[config.mk]
export PLATFORM = sky130hd
export DESIGN_NAME = cla_pipe_add
export DESIGN_NICKNAME = d
export VERILOG_FILES = /design/src/rtl/cla_pipe_add.sv
export SDC_FILE = /design/constraint.sdc
export NUM_CORES = 1
export LEC_CHECK = 0
export CORE_ASPECT_RATIO = 0.75
export CORE_MARGIN = 3
export CORE_UTILIZATION = 55
export DETAILED_ROUTE_END_ITERATION = 7
export PLACE_DENSITY = 0.8
export SETUP_SLACK_MARGIN = 0.4
export SYNTH_ARGS = -nofsm -noshare
export SYNTH_HDL_FRONTEND = slang
export SYNTH_SLANG_ARGS = --single-unit
[constraint.sdc]
create_clock -name clk -period 1.8 [get_ports clk]
set_input_delay 0.36 -clock clk [delete_from_list [all_inputs] [get_ports clk]]
set_output_delay 0.36 -clock clk [all_outputs]
set_load 0.02 [all_outputs]
[src/rtl/cla_pipe_add.sv]
// ============================================================================
// Module   : cla_pipe_add
// Purpose  : Pipelined two-level carry-lookahead adder/subtractor with a
//            valid/ready stream interface. Bits are grouped GROUP at a time
//            into group generate/propagate blocks. A second-level lookahead
//            network then forms every group carry-in.
// Ports    : clk, rst_n (async, active-low)
//            in_valid/in_ready, a, b, cin, sub    - operand stream
//            out_valid/out_ready, sum, cout, gg,
//            pg, ovf                              - result stream
// Params   : WIDTH (multiple of GROUP), GROUP, STAGES (1..3 = latency)
// Options  : CLA_PIPE_SAT_EN - when defined, an overflowing result clamps to
//            signed max/min instead of wrapping.
// Revision : 1.0 - initial release
// ============================================================================
`default_nettype none

module cla_pipe_add #(
    parameter int WIDTH  = 16,
    parameter int GROUP  = 4,
    parameter int STAGES = 2
) (
    input  logic             clk,
    input  logic             rst_n,
    input  logic             in_valid,
    output logic             in_ready,
    input  logic [WIDTH-1:0] a,
    input  logic [WIDTH-1:0] b,
    input  logic             cin,
    input  logic             sub,
    output logic             out_valid,
    input  logic             out_ready,
    output logic [WIDTH-1:0] sum,
    output logic             cout,
    output logic             gg,
    output logic             pg,
    output logic             ovf
);

    localparam int NG  = WIDTH / GROUP;
    localparam int MSB = WIDTH - 1;

    // ------------------------------------------------------------------
    // Elastic control: one valid bit per register stage. A stage may load
    // when it is empty or when its contents move on downstream.
    // ------------------------------------------------------------------
    logic [STAGES-1:0] v;
    logic [STAGES-1:0] adv;

    always_comb begin : p_adv
        logic nxt;
        adv = '0;
        nxt = !v[STAGES-1] | out_ready;
        adv[STAGES-1] = nxt;
        for (int i = STAGES - 2; i >= 0; i--) begin
            nxt    = !v[i] | nxt;
            adv[i] = nxt;
        end
    end

    always_ff @(posedge clk or negedge rst_n) begin
        if (!rst_n) begin
            v <= '0;
        end else begin
            if (adv[0]) v[0] <= in_valid;
            for (int i = 1; i < STAGES; i++) begin
                if (adv[i]) v[i] <= v[i-1];
            end
        end
    end

    assign in_ready  = adv[0];
    assign out_valid = v[STAGES-1];

    // ------------------------------------------------------------------
    // Front: effective operands, bit G/P, group G/P
    // ------------------------------------------------------------------
    logic [WIDTH-1:0] s0_be, s0_g, s0_p;
    logic             s0_ce;
    logic [NG-1:0]    s0_gg, s0_pg;

    assign s0_be = sub ? ~b : b;
    assign s0_ce = sub | cin;
    assign s0_g  = a & s0_be;
    assign s0_p  = a | s0_be;

    always_comb begin
        s0_gg = '0;
        s0_pg = '0;
        for (int j = 0; j < NG; j++) begin
            logic gacc, pacc;
            gacc = 1'b0;
            pacc = 1'b1;
            for (int k = 0; k < GROUP; k++) begin
                gacc = s0_g[j*GROUP+k] | (s0_p[j*GROUP+k] & gacc);
                pacc = pacc & s0_p[j*GROUP+k];
            end
            s0_gg[j] = gacc;
            s0_pg[j] = pacc;
        end
    end

    logic [WIDTH-1:0] s1_a, s1_be, s1_g, s1_p;
    logic             s1_ce;
    logic [NG-1:0]    s1_gg, s1_pg;

    generate
        if (STAGES >= 2) begin : g_reg1
            logic [WIDTH-1:0] r_a, r_be, r_g, r_p;
            logic             r_ce;
            logic [NG-1:0]    r_gg, r_pg;

            always_ff @(posedge clk or negedge rst_n) begin
                if (!rst_n) begin
                    r_a  <= '0;
                    r_be <= '0;
                    r_g  <= '0;
                    r_p  <= '0;
                    r_ce <= 1'b0;
                    r_gg <= '0;
                    r_pg <= '0;
                end else if (adv[0]) begin
                    r_a  <= a;
                    r_be <= s0_be;
                    r_g  <= s0_g;
                    r_p  <= s0_p;
                    r_ce <= s0_ce;
                    r_gg <= s0_gg;
                    r_pg <= s0_pg;
                end
            end

            assign s1_a  = r_a;
            assign s1_be = r_be;
            assign s1_g  = r_g;
            assign s1_p  = r_p;
            assign s1_ce = r_ce;
            assign s1_gg = r_gg;
            assign s1_pg = r_pg;
        end else begin : g_comb1
            assign s1_a  = a;
            assign s1_be = s0_be;
            assign s1_g  = s0_g;
            assign s1_p  = s0_p;
            assign s1_ce = s0_ce;
            assign s1_gg = s0_gg;
            assign s1_pg = s0_pg;
        end
    endgenerate

    // ------------------------------------------------------------------
    // Second level: carry into group n written out as a flat sum of
    // products (each group generate ANDed with the propagates above it),
    // so every group carry is two logic levels deep in group terms.
    // ------------------------------------------------------------------
    function automatic logic la_carry(input logic [NG-1:0] ggv,
                                      input logic [NG-1:0] pgv,
                                      input logic          c0,
                                      input int            n);
        logic c, t;
        c = c0;
        for (int i = 0; i < NG; i++) begin
            if (i < n) c = c & pgv[i];
        end
        for (int i = 0; i < NG; i++) begin
            if (i < n) begin
                t = ggv[i];
                for (int k = 0; k < NG; k++) begin
                    if (k > i && k < n) t = t & pgv[k];
                end
                c = c | t;
            end
        end
        return c;
    endfunction

    logic [NG-1:0] m_gc;
    logic          m_gg, m_pg, m_cout;

    always_comb begin
        m_gc = '0;
        for (int j = 0; j < NG; j++) begin
            m_gc[j] = la_carry(s1_gg, s1_pg, s1_ce, j);
        end
        m_gg   = la_carry(s1_gg, s1_pg, 1'b0, NG);
        m_pg   = &s1_pg;
        m_cout = m_gg | (m_pg & s1_ce);
    end

    logic [WIDTH-1:0] s2_a, s2_be, s2_g, s2_p;
    logic [NG-1:0]    s2_gc;
    logic             s2_gg, s2_pg, s2_cout;

    generate
        if (STAGES == 3) begin : g_reg2
            logic [WIDTH-1:0] r_a, r_be, r_g, r_p;
            logic [NG-1:0]    r_gc;
            logic             r_gg, r_pg, r_cout;

            always_ff @(posedge clk or negedge rst_n) begin
                if (!rst_n) begin
                    r_a    <= '0;
                    r_be   <= '0;
                    r_g    <= '0;
                    r_p    <= '0;
                    r_gc   <= '0;
                    r_gg   <= 1'b0;
                    r_pg   <= 1'b0;
                    r_cout <= 1'b0;
                end else if (adv[1]) begin
                    r_a    <= s1_a;
                    r_be   <= s1_be;
                    r_g    <= s1_g;
                    r_p    <= s1_p;
                    r_gc   <= m_gc;
                    r_gg   <= m_gg;
                    r_pg   <= m_pg;
                    r_cout <= m_cout;
                end
            end

            assign s2_a    = r_a;
            assign s2_be   = r_be;
            assign s2_g    = r_g;
            assign s2_p    = r_p;
            assign s2_gc   = r_gc;
            assign s2_gg   = r_gg;
            assign s2_pg   = r_pg;
            assign s2_cout = r_cout;
        end else begin : g_comb2
            assign s2_a    = s1_a;
            assign s2_be   = s1_be;
            assign s2_g    = s1_g;
            assign s2_p    = s1_p;
            assign s2_gc   = m_gc;
            assign s2_gg   = m_gg;
            assign s2_pg   = m_pg;
            assign s2_cout = m_cout;
        end
    endgenerate

    // ------------------------------------------------------------------
    // Back: in-group carries from each group carry-in, sum bits, overflow
    // ------------------------------------------------------------------
    logic [WIDTH-1:0] f_sum, f_res;
    logic             f_ovf;

    always_comb begin
        f_sum = '0;
        for (int j = 0; j < NG; j++) begin
            logic c;
            c = s2_gc[j];
            for (int k = 0; k < GROUP; k++) begin
                f_sum[j*GROUP+k] = s2_a[j*GROUP+k] ^ s2_be[j*GROUP+k] ^ c;
                c = s2_g[j*GROUP+k] | (s2_p[j*GROUP+k] & c);
            end
        end
        // Overflow is judged on the raw wrapped sum, before any clamping.
        f_ovf = (s2_a[MSB] == s2_be[MSB]) && (f_sum[MSB] != s2_a[MSB]);
`ifdef CLA_PIPE_SAT_EN
        if (f_ovf)
            f_res = s2_a[MSB] ? {1'b1, {(WIDTH-1){1'b0}}} : {1'b0, {(WIDTH-1){1'b1}}};
        else
            f_res = f_sum;
`else
        f_res = f_sum;
`endif
    end

    always_ff @(posedge clk or negedge rst_n) begin
        if (!rst_n) begin
            sum  <= '0;
            cout <= 1'b0;
            gg   <= 1'b0;
            pg   <= 1'b0;
            ovf  <= 1'b0;
        end else if (adv[STAGES-1]) begin
            sum  <= f_res;
            cout <= s2_cout;
            gg   <= s2_gg;
            pg   <= s2_pg;
            ovf  <= f_ovf;
        end
    end

endmodule

`default_nettype wire

==> impl.org <==
** Outcome
- The flow ran to the end, and the final reports show no timing, DRC or antenna violations.

** STA
- Headroom to the max-slew limit came out at 0.623.
- Skew final :: 15.5 ps
- Of the available clock period, the critical path in the final layout requires 0.963.
- Final WS setup :: 66.2 ps
- Final count of hold timing violations :: 0
- RSZ-0062 raised after global routing :: yes
- Highest attainable clock frequency :: 577 MHz
- The clock period could shrink to 1730 ps.
- The max-slew violation count came to 0.
- At the pin with the least slew margin, the transition time is 562 ps.
- Setup violations remaining at the end of the flow were counted as 0.

** Synthesis
- Post-synthesis adder-cell area fraction :: 0.00230
- The average instance in the mapped netlist occupies 9.70 µm².
- Of the total synthesized cell area, the portion taken by XOR and XNOR cells is 0.0947.
- Dominant combinational cell family by area after synthesis :: compound AO/OA/AOI/OAI gates
- In this run, synthesis produced a sequential element count of 87.
- For this run, the register share of the synthesized area comes to 0.501.
- Of all flip-flops after synthesis, the portion carrying an async set or reset was 1.00.
- The Yosys step of the flow raised 0 warnings.
- Area fraction in and, or, nand and nor cells after synthesis :: 0.133
- Post-Synthesis Cells :: 448
- After synthesis, the netlist uses 45 different library cells.
- The most used flip-flop cell after synthesis is sky130_fd_sc_hd__dfrtp_1.
- Yosys mapped a number of flops with a built-in enable equal to 0.
- Area fraction in compound gates after synthesis :: 0.221
- The portion of synthesized area spent on multiplexers is 0.00259.
- Summing every instance area after synthesis gives 4350 µm².
- Synthesis produced a netlist with a net count of 486.

** Critical path
- FF-to-FF Start :: g_reg1.r_ce
- The slowest stage of the critical path is the sky130_fd_sc_hd__dfrtp_1 cell.
- In this run the register-to-register setup slack is 70 ps.
- Setup Crit Path Kind :: register to register
- Data on the critical path arrives at its endpoint at 2000 ps.
- CP endpoint kind :: register
- Combined buffer and inverter count along the critical path :: 0
- At the worst endpoint, the required time is 2060 ps.
- In this run the critical register-to-register path is captured at sum[11].
- List of cells traversed by the critical path :: a21o_4 > a21o_4 > a2111oi_4 > o21ai_1 > a31o_1
- STA classifies the critical path startpoint as a register.
- Along the worst path, the maximum fanout reaches 4.
- Slowest Stage Delay on Critical Path :: 420 ps
- Counting cells, the worst reg-to-reg path comes to 5.
- In this run the number of cells on the critical path is 5.
- On the critical path the largest part of the delay comes from compound AO/OA/AOI/OAI gates.
- Counting stages on the worst path, the most repeated cell is sky130_fd_sc_hd__a21o_4.

** Clock network
- Counting along the longest clock path gives a buffer depth of 2.
- CTS H-tree depth :: 3
- After clock tree synthesis, the clock-pin slew on the worst setup and hold paths is 100 ps.
- TritonCTS clock tree :: yes
- In this run the clock root is driven by a sky130_fd_sc_hd__clkbuf_8.
- Worst-skew pair later-pin latency :: 380 ps
- Buffers inserted during clock tree synthesis total 9.
- Clock tree sinks :: 87

** Drt
- Count of TritonRoute iterations in the first routing pass :: 5
- Detailed-route via count :: 4728
- For this run, design rule violations remaining after detail routing come to 0.
- DR iter-0 viols :: 474
- Dividing the detail-routed wire length by the instance count gives 26.4 µm.
- Mean number of vias per cell :: 6.88
- In this run the remaining antenna-violating nets after routing total 0.
- Post-detailed-routing wire length :: 18100 µm

** Layout
- Final #Nets :: 619
- Leading cell types in the layout, fill and taps excluded :: sky130_fd_sc_hd__dfrtp_1 (86), sky130_fd_sc_hd__buf_4 (43), sky130_fd_sc_hd__nand2_4 (30)
- The library cell used most frequently in the layout, excluding fill and tap cells, is sky130_fd_sc_hd__dfrtp_1.
- Proportion of layout cells with a drive suffix above 1 :: 0.425
- The repair_antennas step left the layout with diodes totalling 0.
- FILL cells :: 224
- Post-synthesis to final-layout area growth :: 60.4%
- Layout Cells excl Fill :: 687

** Floorplanning
- Area enclosed by the die boundary :: 9010 µm²
- Starting utilization of the core area :: 0.579
- For this design the top-level I/O count stands at 60.
- DIE HEIGHT :: 83.0 µm
- Row cnt :: 27
- Floorplan core area :: 7500 µm²
- The floorplan step set the die width to 109 µm.

** Power and ir drop
- VDD sags by at most 652 µV.
- For this design the ratio of total power to cell area is 968 nW/µm².
- Total leakage power :: 3.14 nW

** Run
- Number of max-cap violations :: 0

** Worst hold path
- The min-delay analysis places its worst path in the category primary input to asynchronous set/reset pin.

** Global route
- Total global routing overflow :: 0
- Entering global routing, the biggest net connects 46 pins.
- Vias in the first global route :: 4529
- In the global route stage, overall resource usage came out at 0.342.
- The first global-routing pass estimated 23800 µm of wire.
- Antenna violations before repair :: 0

** Placed design
- Summed over all nets, the half-perimeter wirelength after detailed placement is 7520 µm.
- At the end of routability-driven placement, the weighted congestion stood at 0.860.
- Placed instance count :: 625
- # port buffers :: 59
- Prior to clock tree synthesis, the placed netlist has a worst setup slack of -298 ps.
[repair_timing]
action / CTS / global route
setup endpoints to repair: 93 / 102
cloned: 15 / 1
hold buffers: 1 / 0
pin swaps: 49 / 61
resized for setup: 185 / 138
buffers inserted: 18 / 11
endpoints found under the hold margin: 21 / 0
[where the power goes]
group          switching [mW]  internal (mW)
clock network           0.766          0.716
registers               0.338           2.30
logic                    1.40           1.24
total                    2.50           4.25
[state kept, by name, summed over array words and instances, names as in the netlist]
| register | flops |
|---|---|
| g_reg1.r_a | 16 |
| g_reg1.r_be | 16 |
| sum | 16 |
| g_reg1.r_g | 12 |
| g_reg1.r_p | 12 |
| g_reg1.r_gg | 4 |
| g_reg1.r_pg | 4 |
| v | 2 |
| cout | 1 |
| g_reg1.r_ce | 1 |
| gg | 1 |
| ovf | 1 |
| pg | 1 |
[worst reg2reg max path, cell delays in order, from the launching register on]
cell	delay (ps)
sky130_fd_sc_hd__dfrtp_1	420
sky130_fd_sc_hd__a21o_4	250
sky130_fd_sc_hd__a21o_4	240
sky130_fd_sc_hd__a2111oi_4	360
sky130_fd_sc_hd__o21ai_1	120
sky130_fd_sc_hd__a31o_1	230
[worst max-delay path by stage]
stage,from,slack [ps],endpoint
finish,g_reg1.r_ce,70,sum[11]
global route,g_reg1.r_ce,30,sum[11]
CTS,g_reg1.r_ce,160,sum[13]
detailed placement,out_ready,-300,in_ready
global placement,out_ready,-290,in_ready
floorplan,v[1],170,in_ready
[cell type report]
type / instances / area [µm²] / area share
flip-flops and latches: 87 / 2180 / 0.312
inverters: 19 / 76.3 / 0.0109
repair buffers: 147 / 1710 / 0.245
clock buffers: 11 / 151 / 0.0217
clock inverters: 5 / 56.3 / 0.00808
well taps: 101 / 126 / 0.0181
multi-input cells: 317 / 2680 / 0.384
[synth_stat cells (3+ instances only)]
master / instances / area share
sky130_fd_sc_hd__a211oi_1: 3 / 0.0052
sky130_fd_sc_hd__a21o_1: 8 / 0.014
sky130_fd_sc_hd__a21oi_1: 23 / 0.026
sky130_fd_sc_hd__a221oi_1: 12 / 0.024
sky130_fd_sc_hd__a22o_1: 8 / 0.016
sky130_fd_sc_hd__a31oi_1: 3 / 0.0043
sky130_fd_sc_hd__and2_1: 5 / 0.0072
sky130_fd_sc_hd__buf_2: 11 / 0.013
sky130_fd_sc_hd__clkbuf_1: 11 / 0.0095
sky130_fd_sc_hd__dfrtp_1: 87 / 0.50
sky130_fd_sc_hd__inv_1: 18 / 0.016
sky130_fd_sc_hd__nand2_1: 72 / 0.062
sky130_fd_sc_hd__nand2b_1: 7 / 0.010
sky130_fd_sc_hd__nand3_1: 5 / 0.0058
sky130_fd_sc_hd__nor2_1: 39 / 0.034
sky130_fd_sc_hd__nor2b_1: 4 / 0.0058
sky130_fd_sc_hd__nor3_1: 5 / 0.0058
sky130_fd_sc_hd__o21a_1: 15 / 0.026
sky130_fd_sc_hd__o21ai_0: 15 / 0.017
sky130_fd_sc_hd__o221ai_1: 10 / 0.020
sky130_fd_sc_hd__o22a_1: 11 / 0.022
sky130_fd_sc_hd__o22ai_1: 5 / 0.0072
sky130_fd_sc_hd__xnor2_1: 34 / 0.069
sky130_fd_sc_hd__xor2_1: 13 / 0.026
[kinds of logic after synthesis]
group,after synthesis
xor+xnor,47
flops,87
mux,1
buf+inv,44
simple gates,139
compound gates,129
fa+ha+maj,1
[through the flow]
stage               setup TNS, ps  instance area (µm²)  power (mW)  hold WS (ps)  utilization
floorplan                       0                 4420        3.64          64.4            -
global placement            -6280                 5320        4.36           275        0.709
detailed placement          -7990                 5320        4.42           275        0.709
CTS                             0                 6450        6.15           427        0.860
global route                    0                 6970        6.93           441        0.930
finish                          0                 6970        6.75           424        0.930
[layer usage]
metal / vias to the layer above / part of all wire / global-route usage
li1: 1844 / - / -
met1: 2281 / 0.36 / 0.415
met2: 442 / 0.46 / 0.559
met3: 161 / 0.11 / 0.107
met4: 0 / 0.072 / 0.147
met5: - / 0 / 0
No activity file was read; power rests on OpenSTA's default activity.
